[config.mk]
export PLATFORM = sky130hd
export DESIGN_NAME = amds_sample_sched_flat
export DESIGN_NICKNAME = d
export VERILOG_FILES = /design/src/rtl/amds_sample_sched_if.sv /design/src/rtl/amds_sample_sched.sv /design/src/flat_wrapper.sv
export SDC_FILE = /design/constraint.sdc
export NUM_CORES = 1
export LEC_CHECK = 0
export ABC_AREA = 1
export BUFFER_PORTS_ARGS = -buffer_cell sky130_fd_sc_hd__buf_4
export CORE_MARGIN = 2
export CORE_UTILIZATION = 56
export CTS_CLUSTER_DIAMETER = 50
export DETAILED_ROUTE_END_ITERATION = 7
export PLACE_DENSITY = 0.81
export SLEW_MARGIN = 20
export SYNTH_ARGS = -nofsm -noshare
export SYNTH_HDL_FRONTEND = slang
export SYNTH_SLANG_ARGS = --single-unit
[constraint.sdc]
create_clock -name clk -period 1.94 [get_ports clk]
set_input_delay 0.194 -clock clk [delete_from_list [all_inputs] [get_ports clk]]
set_output_delay 0.194 -clock clk [all_outputs]
set_load 0.02 [all_outputs]
[src/rtl/amds_sample_sched_if.sv]
// amds_sample_sched_if: trigger, receiver and status signals of the AMDS sample scheduler
interface amds_sample_sched_if;
  logic        enable;
  logic        trigger;
  logic        rx_done0;
  logic        rx_done1;
  logic [3:0]  valid0;
  logic [3:0]  valid1;
  logic        sync_adc;
  logic        start_rx0;
  logic        start_rx1;
  logic        busy;
  logic        sample_done;
  logic [7:0]  valid_mask;
  logic        all_valid;
  logic        wdog_timeout;
  logic [15:0] count_sequences;
  logic [15:0] count_trig_missed;
  logic [15:0] count_wdog;
  modport master (
    output enable, trigger, rx_done0, rx_done1, valid0, valid1,
    input  sync_adc, start_rx0, start_rx1, busy, sample_done, valid_mask, all_valid,
    input  wdog_timeout, count_sequences, count_trig_missed, count_wdog
  );
  modport slave (
    input  enable, trigger, rx_done0, rx_done1, valid0, valid1,
    output sync_adc, start_rx0, start_rx1, busy, sample_done, valid_mask, all_valid,
    output wdog_timeout, count_sequences, count_trig_missed, count_wdog
  );
endinterface

[src/rtl/amds_sample_sched.sv]
// amds_sample_sched: per-trigger AMDS sync/start sequencer; WAIT watchdog enabled by AMDS_WDOG_EN
module amds_sample_sched #(
  parameter int SYNC_PULSE_CYCLES  = 100,
  parameter int START_DELAY_CYCLES = 50,
  parameter int WDOG_CYCLES        = 20000
) (
  input logic               clk,
  input logic               rst_n,
  amds_sample_sched_if.slave bus
);
  localparam int MAX_SD = SYNC_PULSE_CYCLES > START_DELAY_CYCLES ? SYNC_PULSE_CYCLES : START_DELAY_CYCLES;
  localparam int MAX_C  = MAX_SD > WDOG_CYCLES ? MAX_SD : WDOG_CYCLES;
  localparam int CW     = $clog2(MAX_C + 1);
  typedef enum logic [2:0] {IDLE, SYNC, DELAY, START, WAIT, DONE} state_t;
  state_t state_q, state_d;
  logic [CW-1:0] cnt_q, cnt_d;
  logic sync_q, start_q, busy_q, done_q, all_valid_q;
  logic [7:0] mask_q;
  logic [15:0] seq_q, miss_q;
  logic rx_ok, wdog_hit;
  // cnt_q is zero only in the first WAIT cycle, when receivers may still report the old done
  assign rx_ok = bus.rx_done0 & bus.rx_done1 & (cnt_q != '0);
`ifdef AMDS_WDOG_EN
  logic wdog_q;
  logic [15:0] wdog_cnt_q;
  assign wdog_hit = !rx_ok && state_q == WAIT && cnt_q == CW'(WDOG_CYCLES - 1);
  always_ff @(posedge clk or negedge rst_n)
    if (!rst_n) begin
      wdog_q     <= 1'b0;
      wdog_cnt_q <= '0;
    end else begin
      wdog_q     <= wdog_hit;
      wdog_cnt_q <= wdog_hit ? wdog_cnt_q + 16'd1 : wdog_cnt_q;
    end
  assign bus.wdog_timeout = wdog_q;
  assign bus.count_wdog   = wdog_cnt_q;
`else
  assign wdog_hit         = 1'b0;
  assign bus.wdog_timeout = 1'b0;
  assign bus.count_wdog   = '0;
`endif
  always_comb begin
    state_d = state_q;
    cnt_d   = '0;
    case (state_q)
      IDLE:  state_d = (bus.enable && bus.trigger) ? SYNC : IDLE;
      SYNC:  if (cnt_q == CW'(SYNC_PULSE_CYCLES - 1)) state_d = DELAY;
             else cnt_d = cnt_q + CW'(1);
      DELAY: if (cnt_q == CW'(START_DELAY_CYCLES - 1)) state_d = START;
             else cnt_d = cnt_q + CW'(1);
      START: state_d = WAIT;
      WAIT:  if (rx_ok || wdog_hit) state_d = DONE;
             else cnt_d = (&cnt_q) ? cnt_q : cnt_q + CW'(1);
      default: state_d = IDLE;
    endcase
  end
  always_ff @(posedge clk or negedge rst_n)
    if (!rst_n) begin
      state_q     <= IDLE;
      cnt_q       <= '0;
      sync_q      <= 1'b0;
      start_q     <= 1'b0;
      busy_q      <= 1'b0;
      done_q      <= 1'b0;
      mask_q      <= '0;
      all_valid_q <= 1'b0;
      seq_q       <= '0;
      miss_q      <= '0;
    end else begin
      state_q <= state_d;
      cnt_q   <= cnt_d;
      sync_q  <= state_d == SYNC;
      start_q <= state_d == START;
      busy_q  <= state_d != IDLE;
      done_q  <= state_d == DONE;
      if (state_d == DONE) begin
        mask_q      <= {bus.valid1, bus.valid0};
        all_valid_q <= &{bus.valid1, bus.valid0};
        seq_q       <= seq_q + 16'd1;
      end
      if (state_q != IDLE && bus.enable && bus.trigger) miss_q <= miss_q + 16'd1;
    end
  assign bus.sync_adc          = sync_q;
  assign bus.start_rx0         = start_q;
  assign bus.start_rx1         = start_q;
  assign bus.busy              = busy_q;
  assign bus.sample_done       = done_q;
  assign bus.valid_mask        = mask_q;
  assign bus.all_valid         = all_valid_q;
  assign bus.count_sequences   = seq_q;
  assign bus.count_trig_missed = miss_q;
endmodule

[src/flat_wrapper.sv]
// flat-port wrapper written by rule: the top's interface ports become plain ports
module amds_sample_sched_flat 
#(
  parameter int SYNC_PULSE_CYCLES  = 100,
  parameter int START_DELAY_CYCLES = 50,
  parameter int WDOG_CYCLES        = 20000
)
  (clk, rst_n, bus_enable, bus_trigger, bus_rx_done0, bus_rx_done1, bus_valid0, bus_valid1, bus_sync_adc, bus_start_rx0, bus_start_rx1, bus_busy, bus_sample_done, bus_valid_mask, bus_all_valid, bus_wdog_timeout, bus_count_sequences, bus_count_trig_missed, bus_count_wdog);
  amds_sample_sched_if bus_i ();
  input logic clk;
  input logic rst_n;
  input wire logic [$bits(bus_i.enable)-1:0] bus_enable;
  input wire logic [$bits(bus_i.trigger)-1:0] bus_trigger;
  input wire logic [$bits(bus_i.rx_done0)-1:0] bus_rx_done0;
  input wire logic [$bits(bus_i.rx_done1)-1:0] bus_rx_done1;
  input wire logic [$bits(bus_i.valid0)-1:0] bus_valid0;
  input wire logic [$bits(bus_i.valid1)-1:0] bus_valid1;
  output wire logic [$bits(bus_i.sync_adc)-1:0] bus_sync_adc;
  output wire logic [$bits(bus_i.start_rx0)-1:0] bus_start_rx0;
  output wire logic [$bits(bus_i.start_rx1)-1:0] bus_start_rx1;
  output wire logic [$bits(bus_i.busy)-1:0] bus_busy;
  output wire logic [$bits(bus_i.sample_done)-1:0] bus_sample_done;
  output wire logic [$bits(bus_i.valid_mask)-1:0] bus_valid_mask;
  output wire logic [$bits(bus_i.all_valid)-1:0] bus_all_valid;
  output wire logic [$bits(bus_i.wdog_timeout)-1:0] bus_wdog_timeout;
  output wire logic [$bits(bus_i.count_sequences)-1:0] bus_count_sequences;
  output wire logic [$bits(bus_i.count_trig_missed)-1:0] bus_count_trig_missed;
  output wire logic [$bits(bus_i.count_wdog)-1:0] bus_count_wdog;
  assign bus_i.enable = bus_enable;
  assign bus_i.trigger = bus_trigger;
  assign bus_i.rx_done0 = bus_rx_done0;
  assign bus_i.rx_done1 = bus_rx_done1;
  assign bus_i.valid0 = bus_valid0;
  assign bus_i.valid1 = bus_valid1;
  assign bus_sync_adc = bus_i.sync_adc;
  assign bus_start_rx0 = bus_i.start_rx0;
  assign bus_start_rx1 = bus_i.start_rx1;
  assign bus_busy = bus_i.busy;
  assign bus_sample_done = bus_i.sample_done;
  assign bus_valid_mask = bus_i.valid_mask;
  assign bus_all_valid = bus_i.all_valid;
  assign bus_wdog_timeout = bus_i.wdog_timeout;
  assign bus_count_sequences = bus_i.count_sequences;
  assign bus_count_trig_missed = bus_i.count_trig_missed;
  assign bus_count_wdog = bus_i.count_wdog;
  amds_sample_sched #(.SYNC_PULSE_CYCLES(SYNC_PULSE_CYCLES), .START_DELAY_CYCLES(START_DELAY_CYCLES), .WDOG_CYCLES(WDOG_CYCLES)) u_core (.clk(clk), .rst_n(rst_n), .bus(bus_i));
endmodule
; Word-level counts from Yosys, hierarchy flattened
; Index checks and enable logic that the tools add are counted.
[word_totals]
regBits = 63
input_bits = 14
[classes]
n_mux = 10
reduce_logical = 9
bitwise = 2
n_eq_ne = 10
addsub = 3
[op_table]
columns = op, n
row1 = 15-bit 2-to-1 mux, 4
row2 = 15-bit one-hot mux with 3 select lines, 1
row3 = 16-bit by 1-bit adder with 16-bit output (second input constant), 2
row4 = 15-bit by 1-bit adder with 15-bit output (second input constant), 1
row5 = 15-bit by 6-bit equality test with 1-bit output (second input constant), 1
row6 = 15-bit by 7-bit equality test with 1-bit output (second input constant), 1
row7 = 3-bit one-hot mux with 5 select lines, 1
row8 = 15-bit AND reduction, 1
row9 = 15-bit nonzero test, 1
row10 = 3-bit by 2-bit equality test with 1-bit output (second input constant), 3
row11 = 3-bit 2-to-1 mux, 3
row12 = 8-bit AND reduction, 1
row13 = 3-bit by 1-bit equality test with 1-bit output (second input constant), 2
row14 = 3-bit equality test (second input constant), 2
row15 = 3-bit nonzero test, 2
row16 = 1-bit logical AND, 3
row17 = 3-bit zero test, 1
row18 = 3-bit by 2-bit inequality test with 1-bit output (second input constant), 1
row19 = 1-bit bitwise AND, 2
row20 = 1-bit 2-to-1 mux, 1

; Depth between registers and ports, before layout
; Gate-level depths: netlist (run 1).
[depth]
ltp_word = 5
depth_mapped = 11

; Worst setup path before layout (run 1)
; OpenSTA, ideal clock, no wires.
[synth_timing]
kind = flip-flop to flip-flop
start = register u_core.cnt_q[0]
end = register u_core.seq_q[5] (netlist: u_core.bus.count_sequences[5])
t_arrival_ps = 1428
synth_period_minus_slack_ps = 1561
path_stages_with_launch = 11
setup_time_ps = 132
path_slack_ps = 379
required_time_ps = 1808
cell_sequence = dfrtp_1 inv_1 ha_1 nand2_1 nor2_1 nand2_2 nand2_4 nor2_8 buf_8 nand2_2 xnor2_1
[synth_between]
elab_chain_len = 5
word_cells_on_any_way = 9
classes_between = eq/ne (3) / mux (4) / bitwise (1) / reduce/logical (1)
[synth_lines]
columns = element, line
row1 = from (decl), amds_sample_sched.sv:16  ; logic [CW-1:0] cnt_q, cnt_d;
row2 = from (signal assigned), amds_sample_sched.sv:71  ; cnt_q <= cnt_d;
row3 = 15-bit nonzero test, amds_sample_sched.sv:22  ; assign rx_ok = bus.rx_done0 & bus.rx_done1 & (cnt_q != '0);
row4 = 1-bit bitwise AND, amds_sample_sched.sv:22
row5 = 3-bit 2-to-1 mux, amds_sample_sched.sv:52  ; WAIT: if (rx_ok || wdog_hit) state_d = DONE;
row6 = 3-bit one-hot mux with 5 select lines *, amds_sample_sched.sv:45  ; case (state_q)
row7 = 3-bit equality test *, amds_sample_sched.sv:76  ; if (state_d == DONE) begin
row8 = to (signal assigned), amds_sample_sched.sv:79  ; seq_q <= seq_q + 16'd1;
row9 = to (decl), amds_sample_sched.sv:19  ; logic [15:0] seq_q, miss_q;
; Mark *: on every way between the ends. The rest lies on a longest branch, timed or not.
; A chain may end at the register's enable or synchronous reset.

; Worst setup path in the final report (run 1)
[layout_timing]
start = register u_core.cnt_q[0]
end = register u_core.seq_q[10] (netlist: u_core.bus.count_sequences[10])
; Same word-level chain as after synthesis.

==> results of run 1 <==
-- placed cells by master (no fill, tap or decap), drive strengths merged, types with 5 or more instances in the layout --
cell      n
xor2     21
o21ai    21
dfrtp    63
nand3    57
nor2     50
conb     17
nand4    32
xnor2    11
clkbuf   11
buf      68
inv      60
nand2   137
ha        5
nor3     19
-- area by class of cell --
type                    count  share of cell area [%]
multi-input cells         376                    42.9
flip-flops and latches     63                    33.9
repair buffers             69                    11.5
inverters                  60                    4.85
clock buffers              11                    3.04
well taps                  96                    2.58
clock inverters             5                    1.24
-- state kept, by name, indices dropped and copies added (netlist names) --
name / cells
u_core.bus.all_valid: 1
u_core.bus.count_trig_missed: 16
u_core.cnt_q: 15
u_core.bus.sync_adc: 1
u_core.state_q: 3
u_core.bus.valid_mask: 8
u_core.bus.start_rx0: 1
u_core.bus.busy: 1
u_core.bus.count_sequences: 16
u_core.bus.sample_done: 1
-- worst paths after layout --
path	endpoint	depth (start not counted)
setup / recovery	u_core.bus.count_sequences[10]$_DFFE_PN0N_	11
hold / removal	u_core.bus.valid_mask[7]$_DFFE_PN0N_	3
setup reg to reg	u_core.bus.count_sequences[10]$_DFFE_PN0N_	11
hold reg to reg	u_core.bus.valid_mask[4]$_DFFE_PN0N_	2
max in group asynchronous	u_core.bus.count_sequences[10]$_DFFE_PN0N_	2
min in group asynchronous	u_core.bus.sample_done$_DFF_PN0_	2
-- routing by layer --
| metal | GRT usage (%) | vias up | part of all wire, % |
|---|---|---|---|
| li1 | - | 1756 | - |
| met1 | 36.8 | 1650 | 46 |
| met2 | 36.1 | 132 | 46 |
| met3 | 3.58 | 19 | 5.7 |
| met4 | 9.09 | 0 | 1.9 |
| met5 | 0 | - | 0 |
-- report_power, final --
group / internal (mW) / switching (mW)
Combinational: 0.153 / 0.260
Clock: 0.626 / 0.507
Sequential: 1.38 / 0.0826
Total: 2.15 / 0.849
-- stage by stage --
step | worst slack (ns) | power, mW
final | 0.160 | 3.00
after global routing | 0.0114 | 3.14
after CTS | 0.118 | 3.03
after detailed placement | 0.128 | 1.89
after global placement | 0.207 | 1.88
after floorplan | 0.379 | 1.73
-- cell families after synthesis --
kind of cell | after synthesis | synth area share (%)
compound gates | 23 | 3.62
xor+xnor | 32 | 7.11
flops | 63 | 40.0
buf+inv | 88 | 11.0
other cells | 1 | 0.0951
simple gates | 299 | 36.6
fa+ha+maj | 5 | 1.59
-- worst max-delay path: stages (launching register included) --
cell	delay (ns)
dfrtp_1	0.47
inv_1	0.10
ha_1	0.20
nand2_1	0.06
nor2_1	0.05
nand2_2	0.08
nand2_4	0.13
nor2_8	0.19
buf_4	0.22
nand3_1	0.08
nand2_1	0.06
nand2_1	0.04
-- timing repair --
item,CTS,global route
setup endpoints to repair,0,2
hold endpoints to repair,63,0
hold buffers,1,0
gates resized for setup,0,1
==> results.py, run 1 <==
metrics = {
    "run_status": {
        "outcome": "finished, final reports clean",
    },
    "timing": {
        "fmax_mhz": 562,
        "worst_pin_slew_ns": 0.779,
        "maxSlewViolCount": 0,
        "max_slew_margin_pct": 48.1,
        "hold_viol_final": 0,
        "finalCriticalPeriod_ns": 1.78,
        "period_share_pct": 91.7,
        "rsz0062_at_grt": "no",
        "fin_setup_tns_ns": 0,
        "setup_viol": 0,
        "hold_slack_ns": 0.0613,
        "skew_ns": 0.00795,
    },
    "floorplanning": {
        "die-width_um": 87.9,
        "die_h_um": 87.9,
        "start_util_pct": 58.0,
        "pin_count": 77,
        "core_area_um2": 6790,
        "die-area_um2": 7730,
        "rows": 30,
    },
    "drt": {
        "wl_per_cell_um": 13.2,
        "viasPerCell": 5.23,
        "vias": 3557,
        "wirelength_um": 8990,
        "dr.pass1.iters": 5,
        "initialDrtViolationCount": 292,
        "drc": 0,
        "antenna_left": 0,
    },
    "min_path": {
        "min_from": "bus_valid1[3]",
        "min_path_type": "input port to flop",
    },
    "place": {
        "dp_cells": 663,
        "portBuffers": 59,
        "place.gp.congestion": 0.937,
        "place_area_um2": 4440,
        "dp_hpwl_um": 6630,
    },
    "global_route": {
        "grt_pass1_vias": 3178,
        "grt_max_degree": 64,
        "grt.total_usage_pct": 24.5,
        "grt_first_pass_wirelength_um": 14900,
        "grt-ovfl-total": 0,
        "antenna_found_initial": 0,
    },
    "cts": {
        "cts_root_buf": "clkbuf_8",
        "cts_buffers": 9,
        "clkTransAtPathRegs_ns": 0.07,
        "postCtsSetupRepairBufs": 0,
        "htree_levels": 3,
        "cts_tree": "done",
        "cts_sinks": 63,
        "worstSkewPairLatency_ns": 0.34,
        "max-clock-path-buffers": 2,
    },
    "yosys": {
        "netlist_top_cells_count": "nand2_1 (127), dfrtp_1 (63), inv_1 (57), nand3_1 (56), nor2_1 (40)",
        "synth.cell_area_um2": 3940,
        "synth_top_area_cell": "dfrtp_1",
        "yosysTopAreaCellShare_pct": 40.0,
        "async_flop_share_pct": 100,
        "synthCells": 511,
        "yosys_warnings": 0,
        "synth-edff-count": 0,
        "yosysMostFrequentCell": "nand2_1",
        "ys_seq_area_share_pct": 40.0,
        "syn_avg_cell_area_um2": 7.72,
        "synth-main-ff-cell": "dfrtp_1",
        "ys_ff_latch": 63,
        "synthDistinctLibCells": 33,
        "ys_top_cells_by_area": "dfrtp_1 (40%), nand2_1 (12%), nand3_1 (7.1%), inv_1 (5.4%), nand4_1 (5.1%)",
    },
    "cells_and_area": {
        "final_layout_size_suffix_gt1_share_pct": 20.2,
        "syn_to_final_growth_pct": 17.9,
        "postLayoutCoreUtil_pct": 68.4,
        "final_area_um2": 4650,
        "finalNonFillerCells": 680,
        "final.fill_count": 559,
        "multi_input_area_um2": 1990,
        "antenna_cells": 0,
        "nets": 598,
        "seqCellArea_um2": 1580,
    },
    "critical_path": {
        "worstSetupPathType": "flop to flop",
        "crit_path_start_kind": "flop",
        "r2r_setup_slack_ns": 0.16,
        "crit_path_start": "u_core.cnt_q[0]$_DFFE_PN0P_",
        "critPathMaxFanout": 12,
        "worstPathArrival_ns": 2.01,
        "crit_path_end_kind": "flop",
        "cp.required_ns": 2.17,
        "rr_startpoint": "u_core.cnt_q[0]$_DFFE_PN0P_",
    },
    "pwr": {
        "power_density_nw_per_um2": 646,
        "peakVddDrop_mv": 0.438,
        "leakagePower_nw": 2.35,
    },
    "job": {
        "max-cap-violations": 0,
    },
}
Power figures use the tool's default switching activity.
==> inputs of run 2 (changes only) <==
--- a/config.mk
+++ b/config.mk
@@ -11,6 +11,7 @@
 export CORE_UTILIZATION = 56
 export CTS_CLUSTER_DIAMETER = 50
 export DETAILED_ROUTE_END_ITERATION = 7
+export MAX_ROUTING_LAYER = met4
 export PLACE_DENSITY = 0.81
 export SLEW_MARGIN = 20
 export SYNTH_ARGS = -nofsm -noshare
==> results.py, run 2 (same netlist as run 1, synthesis figures left out) <==
metrics = {
    "cells_and_area": {
        "syn_to_final_growth_pct": 18.3,
        "final_layout_size_suffix_gt1_share_pct": 19.9,
        "antenna_cells": 0,
        "layout_commonest_cell": "nand2_1",
        "nets": 597,
        "layout_common_cells": "nand2_1 (127), buf_4 (66), dfrtp_1 (62)",
    },
    "timing": {
        "worst_pin_slew_ns": 0.782,
        "fin_setup_tns_ns": 0,
        "skew_ns": 0.00824,
        "finalCriticalPeriod_ns": 1.75,
        "maxSlewViolCount": 0,
        "period_share_pct": 90.4,
        "max_slew_margin_pct": 47.9,
        "rsz0062_at_grt": "no",
        "hold_viol_final": 0,
        "hold_slack_ns": 0.0639,
        "fmax_mhz": 570,
        "setup_viol": 0,
    },
    "floorplanning": {
        "core_area_um2": 6790,
        "rows": 30,
        "pin_count": 77,
        "die-area_um2": 7730,
        "start_util_pct": 58.0,
        "die-width_um": 87.9,
        "die_h_um": 87.9,
    },
    "place": {
        "place.gp.congestion": 0.959,
        "portBuffers": 59,
        "dp_hpwl_um": 6710,
    },
    "cts": {
        "worstSkewPairLatency_ns": 0.35,
        "cts_tree": "done",
        "htree_levels": 3,
        "cts_buffers": 9,
        "max-clock-path-buffers": 2,
        "cts_root_buf": "clkbuf_8",
        "clkTransAtPathRegs_ns": 0.07,
        "cts_sinks": 63,
    },
    "critical_path": {
        "critPathMaxFanout": 15,
        "crit_path_start_kind": "flop",
        "crit_chain": "ha_1, inv_1, nor2_4, nand2_2, nor2_2, nand3_4, nand3_1, nand2_1",
        "cpPeakStageDelay_ns": 0.43,
        "cp_slowest_cell": "dfrtp_2",
        "worstSetupPathType": "flop to flop",
        "crit_path_end_kind": "flop",
        "worstPathArrival_ns": 1.99,
        "cp.required_ns": 2.17,
    },
    "drt": {
        "drc": 0,
        "wirelength_um": 9200,
        "viasPerCell": 5.30,
        "wl_per_cell_um": 13.6,
        "antenna_left": 0,
        "vias": 3600,
        "dr.pass1.iters": 5,
        "initialDrtViolationCount": 319,
    },
    "min_path": {
        "min_path_type": "input port to flop",
    },
    "global_route": {
        "grt.total_usage_pct": 25.6,
        "grt_max_degree": 64,
        "grt_first_pass_wirelength_um": 15000,
        "grt-ovfl-total": 0,
        "grt_pass1_vias": 3252,
        "antenna_found_initial": 0,
    },
    "run_status": {
        "outcome": "finished, final reports clean",
    },
    "pwr": {
        "leakagePower_nw": 2.37,
        "power_density_nw_per_um2": 682,
        "peakVddDrop_mv": 0.386,
    },
    "job": {
        "max-cap-violations": 0,
    },
}
[run 2: layer usage]
layer / routed length [um] / vias up / global-route usage (%)
met1: 4100 / 1678 / 35.7
met2: 4380 / 158 / 37.7
met4: 127 / 0 / 9.09
li1: - / 1747 / -
met3: 585 / 17 / 4.62
met5: 0 / - / -
[run 2: report_power, final]
part           switching [mW]  leakage, nW  internal [mW]
sequential             0.0815        0.780           1.38
combinational           0.263         1.48          0.154
clock                   0.514        0.114          0.793
total                   0.858         2.37           2.32
[run 2: final timing paths]
check / from / to / slack [ns] / cells past startpoint
setup / recovery: u_core.cnt_q[0]$_DFFE_PN0P_ / u_core.cnt_q[1]$_DFFE_PN0P_ / 0.19 / 8
setup reg to reg: u_core.cnt_q[0]$_DFFE_PN0P_ / u_core.cnt_q[1]$_DFFE_PN0P_ / 0.19 / 8
hold / removal: bus_valid1[3] / u_core.bus.valid_mask[7]$_DFFE_PN0N_ / 0.06 / 3
max in group asynchronous: rst_n / u_core.cnt_q[0]$_DFFE_PN0P_ / 0.91 / 2
hold reg to reg: u_core.bus.valid_mask[6]$_DFFE_PN0N_ / u_core.bus.valid_mask[6]$_DFFE_PN0N_ / 0.50 / 2
min in group asynchronous: rst_n / u_core.bus.sample_done$_DFF_PN0_ / 0.48 / 2
[run 2: per-stage QoR]
step           util [%]  instances  area (um2)  power (mW)  worst slack, ns
2_1_floorplan         -        527        4000        1.73            0.379
3_3_place_gp       65.2        662        4430        1.88            0.209
3_5_place_dp       65.2        662        4430        1.89            0.162
4_1_cts            68.6        679        4660        3.19            0.138
5_1_grt            68.6        679        4660        3.27           0.0424
6_report           68.6        679        4660        3.18            0.187
[run 2: area by class of cell]
class	count	area, um2
Inverter	60	225
Tap cell	96	120
Clock inverter	3	65.1
Clock buffer	13	159
Multi-Input combinational cell	376	1990
Fill cell	526	2130
Sequential cell	63	1580
Timing Repair Buffer	68	526
[run 2: worst max-delay path: cells and delay by family (launching register included)]
family / cells / cell delay, ns
buffers and inverters: 1 / 0.14
DFF: 1 / 0.43
adders and majority gates: 1 / 0.30
and+or+nand+nor: 6 / 0.77
[run 2: what timing repair did]
item,4_1_cts,5_1_grt
resized for setup,0,1
setup endpoints to repair,0,3
hold buffers,1,0
setup buffers,0,0
hold endpoints to repair,63,0
